### config.mk
export PLATFORM = sky130hd
export DESIGN_NAME = fsqrt_iter
export DESIGN_NICKNAME = d
export VERILOG_FILES = /design/src/rtl/fsqrt_iter.sv
export SDC_FILE = /design/constraint.sdc
export NUM_CORES = 1
export LEC_CHECK = 0
export ABC_AREA = 1
export CAP_MARGIN = 5
export CORE_MARGIN = 2
export CORE_UTILIZATION = 58
export DETAILED_ROUTE_END_ITERATION = 12
export PLACE_DENSITY_LB_ADDON = 0.25
export SETUP_SLACK_MARGIN = 0.2
export SLEW_MARGIN = 20
export SYNTH_ARGS = -nofsm -noshare
export SYNTH_HDL_FRONTEND = slang
export SYNTH_SLANG_ARGS = --single-unit
### constraint.sdc
create_clock -name clk -period 2.8 [get_ports clk]
set_clock_uncertainty 0.2 [all_clocks]
set_input_delay 0.42 -clock clk [delete_from_list [all_inputs] [get_ports clk]]
set_output_delay 0.42 -clock clk [all_outputs]
set_load 0.02 [all_outputs]
### src/rtl/fsqrt_iter.sv
// fsqrt_iter: iterative IEEE-754 single-precision square root.
// Uses restoring digit recurrence and resolves BPC root bits per cycle.
// Denormal inputs are flushed to zero. NaN and negative inputs give a quiet NaN
// and raise the exception flag.
// Build option: define FSQRT_RNE_EN to round to nearest-even. When it is not
// defined, the root is truncated toward zero.
module fsqrt_iter #(
    parameter int unsigned BPC   = 1,
    parameter int unsigned TAG_W = 4
) (
    input  logic             clk,
    input  logic             rstn,
    input  logic             in_valid,
    output logic             in_ready,
    input  logic [31:0]      x,
    input  logic [TAG_W-1:0] in_tag,
    output logic             out_valid,
    input  logic             out_ready,
    output logic [31:0]      y,
    output logic             exception,
    output logic [TAG_W-1:0] out_tag
);

    // 24 significand bits plus guard and round bits
    localparam int unsigned ITER = 26 / BPC;
    // Remainder never exceeds 2*root + 1, so 27 bits are enough; after the
    // shift it needs 29 bits, and one more bit gives headroom
    localparam int unsigned RW   = 30;

    typedef enum logic [1:0] {StIdle, StCalc, StDone} state_t;

    state_t        state;
    logic [4:0]    cnt;
    logic [51:0]   rad;
    logic [RW-1:0] rem;
    logic [25:0]   root;
    logic [7:0]    res_exp;

    logic          x_sign;
    logic [7:0]    x_exp;
    logic [22:0]   x_frac;
    logic          is_special;
    logic [31:0]   spec_y;
    logic          spec_exc;
    logic [51:0]   load_rad;
    logic [7:0]    load_exp;

    logic [51:0]   rad_nxt;
    logic [RW-1:0] rem_nxt;
    logic [25:0]   root_nxt;
    logic [RW-1:0] sh_rem;
    logic [RW-1:0] trial;

    logic [22:0]   res_frac;
    logic [7:0]    res_exp_out;

    assign x_sign = x[31];
    assign x_exp  = x[30:23];
    assign x_frac = x[22:0];

    // Decode zero/denormal, infinity, NaN and negative operands into a finished result
    always_comb begin
        is_special = 1'b0;
        spec_y     = 32'h7FC0_0000;
        spec_exc   = 1'b0;
        if (x_exp == 8'h00) begin
            is_special = 1'b1;
            spec_y     = {x_sign, 31'd0};
            spec_exc   = 1'b0;
        end else if (x_exp == 8'hFF && x_frac != 23'd0) begin
            is_special = 1'b1;
            spec_y     = 32'h7FC0_0000;
            spec_exc   = 1'b1;
        end else if (x_sign) begin
            is_special = 1'b1;
            spec_y     = 32'h7FC0_0000;
            spec_exc   = 1'b1;
        end else if (x_exp == 8'hFF) begin
            is_special = 1'b1;
            spec_y     = 32'h7F80_0000;
            spec_exc   = 1'b0;
        end
    end

    // Scale the radicand so the integer root holds 26 bits. When the unbiased
    // exponent is odd (the biased exponent is even), shift left one more bit.
    // The halved exponent reduces to (exp >> 1) + 63 + exp[0].
    always_comb begin
        if (x_exp[0]) begin
            load_rad = {1'b0, 1'b1, x_frac, 27'd0};
        end else begin
            load_rad = {1'b1, x_frac, 28'd0};
        end
        load_exp = {1'b0, x_exp[7:1]} + 8'd63 + {7'd0, x_exp[0]};
    end

    // Restoring recurrence: BPC digit steps chained within one cycle
    always_comb begin
        rem_nxt  = rem;
        root_nxt = root;
        rad_nxt  = rad;
        sh_rem   = '0;
        trial    = '0;
        for (int unsigned i = 0; i < BPC; i++) begin
            sh_rem  = {rem_nxt[RW-3:0], rad_nxt[51:50]};
            trial   = {{(RW-28){1'b0}}, root_nxt, 2'b01};
            rad_nxt = {rad_nxt[49:0], 2'b00};
            if (sh_rem >= trial) begin
                rem_nxt  = sh_rem - trial;
                root_nxt = {root_nxt[24:0], 1'b1};
            end else begin
                rem_nxt  = sh_rem;
                root_nxt = {root_nxt[24:0], 1'b0};
            end
        end
    end

`ifdef FSQRT_RNE_EN
    logic        round_up;
    logic [24:0] mant_rnd;

    // Round to nearest-even from guard, round and sticky; a carry-out renormalises
    always_comb begin
        round_up    = root_nxt[1] & (root_nxt[0] | (|rem_nxt) | root_nxt[2]);
        mant_rnd    = {1'b0, root_nxt[25:2]} + {24'd0, round_up};
        res_frac    = mant_rnd[24] ? mant_rnd[23:1] : mant_rnd[22:0];
        res_exp_out = res_exp + {7'd0, mant_rnd[24]};
    end
`else
    // Truncate toward zero: drop the guard and round bits and ignore the remainder
    always_comb begin
        res_frac    = root_nxt[24:2];
        res_exp_out = res_exp;
    end
`endif

    // Control FSM with registered handshake and result outputs
    always_ff @(posedge clk or negedge rstn) begin
        if (!rstn) begin
            state     <= StIdle;
            cnt       <= 5'd0;
            rad       <= '0;
            rem       <= '0;
            root      <= '0;
            res_exp   <= 8'd0;
            in_ready  <= 1'b1;
            out_valid <= 1'b0;
            y         <= 32'd0;
            exception <= 1'b0;
            out_tag   <= '0;
        end else begin
            unique case (state)
                StIdle: begin
                    if (in_valid && in_ready) begin
                        in_ready <= 1'b0;
                        out_tag  <= in_tag;
                        if (is_special) begin
                            y         <= spec_y;
                            exception <= spec_exc;
                            out_valid <= 1'b1;
                            state     <= StDone;
                        end else begin
                            cnt     <= 5'(ITER);
                            rad     <= load_rad;
                            rem     <= '0;
                            root    <= '0;
                            res_exp <= load_exp;
                            state   <= StCalc;
                        end
                    end
                end
                StCalc: begin
                    rad  <= rad_nxt;
                    rem  <= rem_nxt;
                    root <= root_nxt;
                    cnt  <= cnt - 5'd1;
                    if (cnt == 5'd1) begin
                        // Last digits: package the result on the same edge
                        y         <= {1'b0, res_exp_out, res_frac};
                        exception <= 1'b0;
                        out_valid <= 1'b1;
                        state     <= StDone;
                    end
                end
                StDone: begin
                    if (out_ready) begin
                        out_valid <= 1'b0;
                        in_ready  <= 1'b1;
                        state     <= StIdle;
                    end
                end
                default: begin
                    state     <= StIdle;
                    in_ready  <= 1'b1;
                    out_valid <= 1'b0;
                end
            endcase
        end
    end

endmodule

==> summary.txt <==
Die area = 15100 um^2
TNS Setup = 0 ns
Die Y = 123 um
# setup viols final = 0
Post-Synth Adder-Cell Area = 5.21%
Area contributors post-synth = dfrtp_1 40%, nand2_1 18%, inv_1 7.1%
LEAKAGE = 0.00494 uW
Grt ovf = 0
Via Count = 7717
Compound-Gate Fraction of Synth Area = 12.7%
Synth Instances = 1153
Mux cell area share after synthesis = 0%
Ports = 79
Routed wire per std cell = 14.8 um
N_diodes = 0
Rows = 43
Register area share after synthesis = 40.8%
Largest net degree at the start of global routing = 59
Final-report hold violation count = 0
Clk sink count = 133
Worst skew pair latency = 0.43 ns
Syn avg cell area = 7.09 um^2
Worst min path class = reg -> reg
Synthesized area = 8170 um^2
Slowest-stage cell, CP = dfrtp_1
Critical path class = reg -> reg
Reg-to-reg endpoint = rem[2]
Max Slew Vio Count = 0
Synth Warn # = 0
First-pass DRT Iterations = 5
Worst-margin pin slew = 0.613 ns
GRT Total Usage = 28.7%
Slew HR = 59.1%
Die W = 123 um
Placement Setup Slack = 0.0619 ns
CTS max path bufs = 2
VDD IR-drop max = 0.706 mV
Layout Nets = 1303
CTS Root Cell = clkbuf_16
CP cell instances = inv_1, ha_4, nand2_1, nor2_1, nand2_1, nor2_2, nand4_1, nand2_2, clkinvlp_4, nand3_1, nand3_1, o21ai_0
Number of global-route vias before repair = 7174
Top-area cell type share of the netlist area = 40.4%
Final period util = 90.0%
Crit end category = flop
Syn-to-layout area delta = 21.2%
Reg2reg setup slack = 0.28 ns
Clock transition at path regs = 0.06 ns
DRC viols = 0
Worst R2R Path Depth = 12
Crit path to = rem[2]
CTS H-tree lvls = 4
Final total power = 14000 uW
Initial antenna violation count = 0
Post-synth top area cell = dfrtp_1
Post-route minimum period = 2.52 ns
PwrDens = 1420 nW/um^2
Post-route setup slack = 0.279 ns
Syn Nets = 1227
Critical Path Source = root[21]
IO buf count = 78
Gpl congestion = 0.984
CP max FO = 7
Largest family of logic cells by synthesized area = simple AND/OR/NAND/NOR gates
CTS Buf Count = 17
Starting Density = 59.1%
WL final = 21.0 mm
Max-Cap Viols = 0
Post-synthesis simple-gate area fraction = 29.7%
Final core occ = 71.6%
Worst stage delay on the critical path = 0.35 ns
Data required time at the worst endpoint = 2.94 ns
RSZ-0062 raised after global routing = no
Dpl hpwl = 15.0 mm
Synth cell types = 42
Achievable Freq = 0.397 GHz
R2r startpoint = root[21]
Vias/cell = 5.43
Synth Register Bits = 133
Fillers = 1147
Worst Path Arrival = 2.66 ns
XOR/XNOR Fraction of Synth Area = 1.50%
Core region area = 13800 um^2
Antenna-violating nets left = 0
Setup crit start kind = flop
Layout cells sized above 1 = 7.33%
Status = finished clean
TritonCTS clock tree = yes
Drt initial violations = 586
First-pass GRT wire length = 33.6 mm
-- registers in the layout, summed over array words and instances, names as in the netlist --
signal,cells
y,32
rem,28
root,26
rad,25
res_exp,8
cnt,5
out_tag,4
state,2
exception,1
in_ready,1
out_valid,1
-- power breakdown --
group	internal (uW)	total, uW	switching [uW]
Combinational	3100	8500	5410
Clock	1410	2320	910
Sequential	2690	3200	514
Total	7200	14000	6830
-- metal layers --
metal  wire, um  share of wire, %  global-route usage, %
met4        550               2.6                   10.8
met5          0                 0                      0
met3        961               4.6                   5.95
met1       8830                42                   34.9
met2      10600                51                   49.9
-- layout by cell type, fill, tap and decap left out, types with 3 or more instances in the layout --
| master | netlist | routed |
|---|---|---|
| nand2_1 | 385 | 379 |
| inv_1 | 154 | 152 |
| dfrtp_1 | 132 | 132 |
| nand3_1 | 90 | 88 |
| o21ai_0 | 86 | 86 |
| clkdlybuf4s50_1 | 0 | 77 |
| nor2_1 | 70 | 64 |
| o21ai_1 | 32 | 32 |
| a21oi_1 | 25 | 25 |
| ha_1 | 34 | 25 |
| o211ai_1 | 22 | 22 |
| clkbuf_16 | 0 | 17 |
| nand4_1 | 13 | 13 |
| xnor2_1 | 11 | 11 |
| buf_4 | 2 | 11 |
| nor3_1 | 10 | 10 |
| nor2_2 | 5 | 9 |
| nand2_2 | 1 | 7 |
| ha_4 | 0 | 7 |
| inv_2 | 4 | 5 |
| nand3b_1 | 4 | 4 |
| o21bai_1 | 4 | 4 |
| clkinvlp_4 | 0 | 4 |
| o22ai_1 | 4 | 4 |
| a31oi_1 | 4 | 4 |
| inv_6 | 0 | 4 |
| buf_12 | 0 | 4 |
| nor2_4 | 1 | 3 |
| nor4_1 | 3 | 3 |
| nand3_2 | 1 | 3 |
| xor2_1 | 3 | 3 |
| clkinv_4 | 0 | 3 |
| bufinv_16 | 0 | 3 |
-- synthesized netlist by cell type, drive strengths merged --
cell type and number:
xor2 3, and2 2, nor2 76, nor3b 1
o31ai 2, nand2 386, dfstp 1, nor3 10
clkinv 1, xnor2 11, nand3 91, o21bai 4
inv 158, nand4 13, or2 2, o21ai 119
a22oi 1, buf 23, nor4 3, clkbuf 17
ha 34, nand3b 4, a31oi 4, o22ai 4
o211ai 22, o21a 2, a21o 1, dfrtp 132
a21oi 25, a21boi 1
-- per-stage QoR --
stage / instance area, um^2 / cells / hold slack (ns)
after CTS: 9740 / 1420 / 0.276
after floorplan: 8170 / 1153 / -0.0756
final: 9900 / 1422 / 0.271
after detailed placement: 9120 / 1387 / 0.179
after global routing: 9900 / 1422 / 0.295
after global placement: 9120 / 1387 / 0.179
-- logic make-up (layout without fill, tap and decap cells) --
family	count (synthesis)	in the layout
AO/OA/AOI/OAI	185	185
XOR/XNOR	14	14
buffers and inverters	199	288
adder cells (fa/ha/maj)	34	34
AND/OR/NAND/NOR	588	588
flip-flops	133	133
-- area by class of cell --
| type | instances | area (um^2) | share of cell area [%] |
|---|---|---|---|
| multi-input combinational | 821 | 4160 | 42.0 |
| sequential | 133 | 3330 | 33.6 |
| timing repair buffer | 96 | 981 | 9.91 |
| inverter | 159 | 601 | 6.06 |
| clock buffer | 19 | 433 | 4.37 |
| tap | 180 | 225 | 2.27 |
| clock inverter | 13 | 171 | 1.73 |
| timing repair inverter | 1 | 7.51 | 0.0758 |
-- how the worst min path moves through the flow --
stage | start | to | slack, ns | cells after the start
after global placement | rstn | rem[19] | 0.18 | 1
after CTS | out_tag[0] | out_tag[0] | 0.28 | 2
after floorplan | rstn | cnt[0] | -0.08 | 0
after global routing | out_tag[0] | out_tag[0] | 0.29 | 2
after detailed placement | rstn | rem[19] | 0.18 | 1
final | out_tag[0] | out_tag[0] | 0.27 | 2
-- critical path, delay by kind of cell (launching register included) --
family	cells	cell delay, ns
buffers and inverters	2	0.38
AOI/OAI and AO/OA	1	0.10
DFF	1	0.35
adders and majority gates	1	0.33
and+or+nand+nor	8	1.07
-- what timing repair did --
action                                  CTS  global route
buffers inserted                          0             1
endpoints found under the setup margin    0            29
hold endpoints to repair                 46             0
hold buffers                              1             0
resized for setup                         0            33
Power figures use the tool's default switching activity.
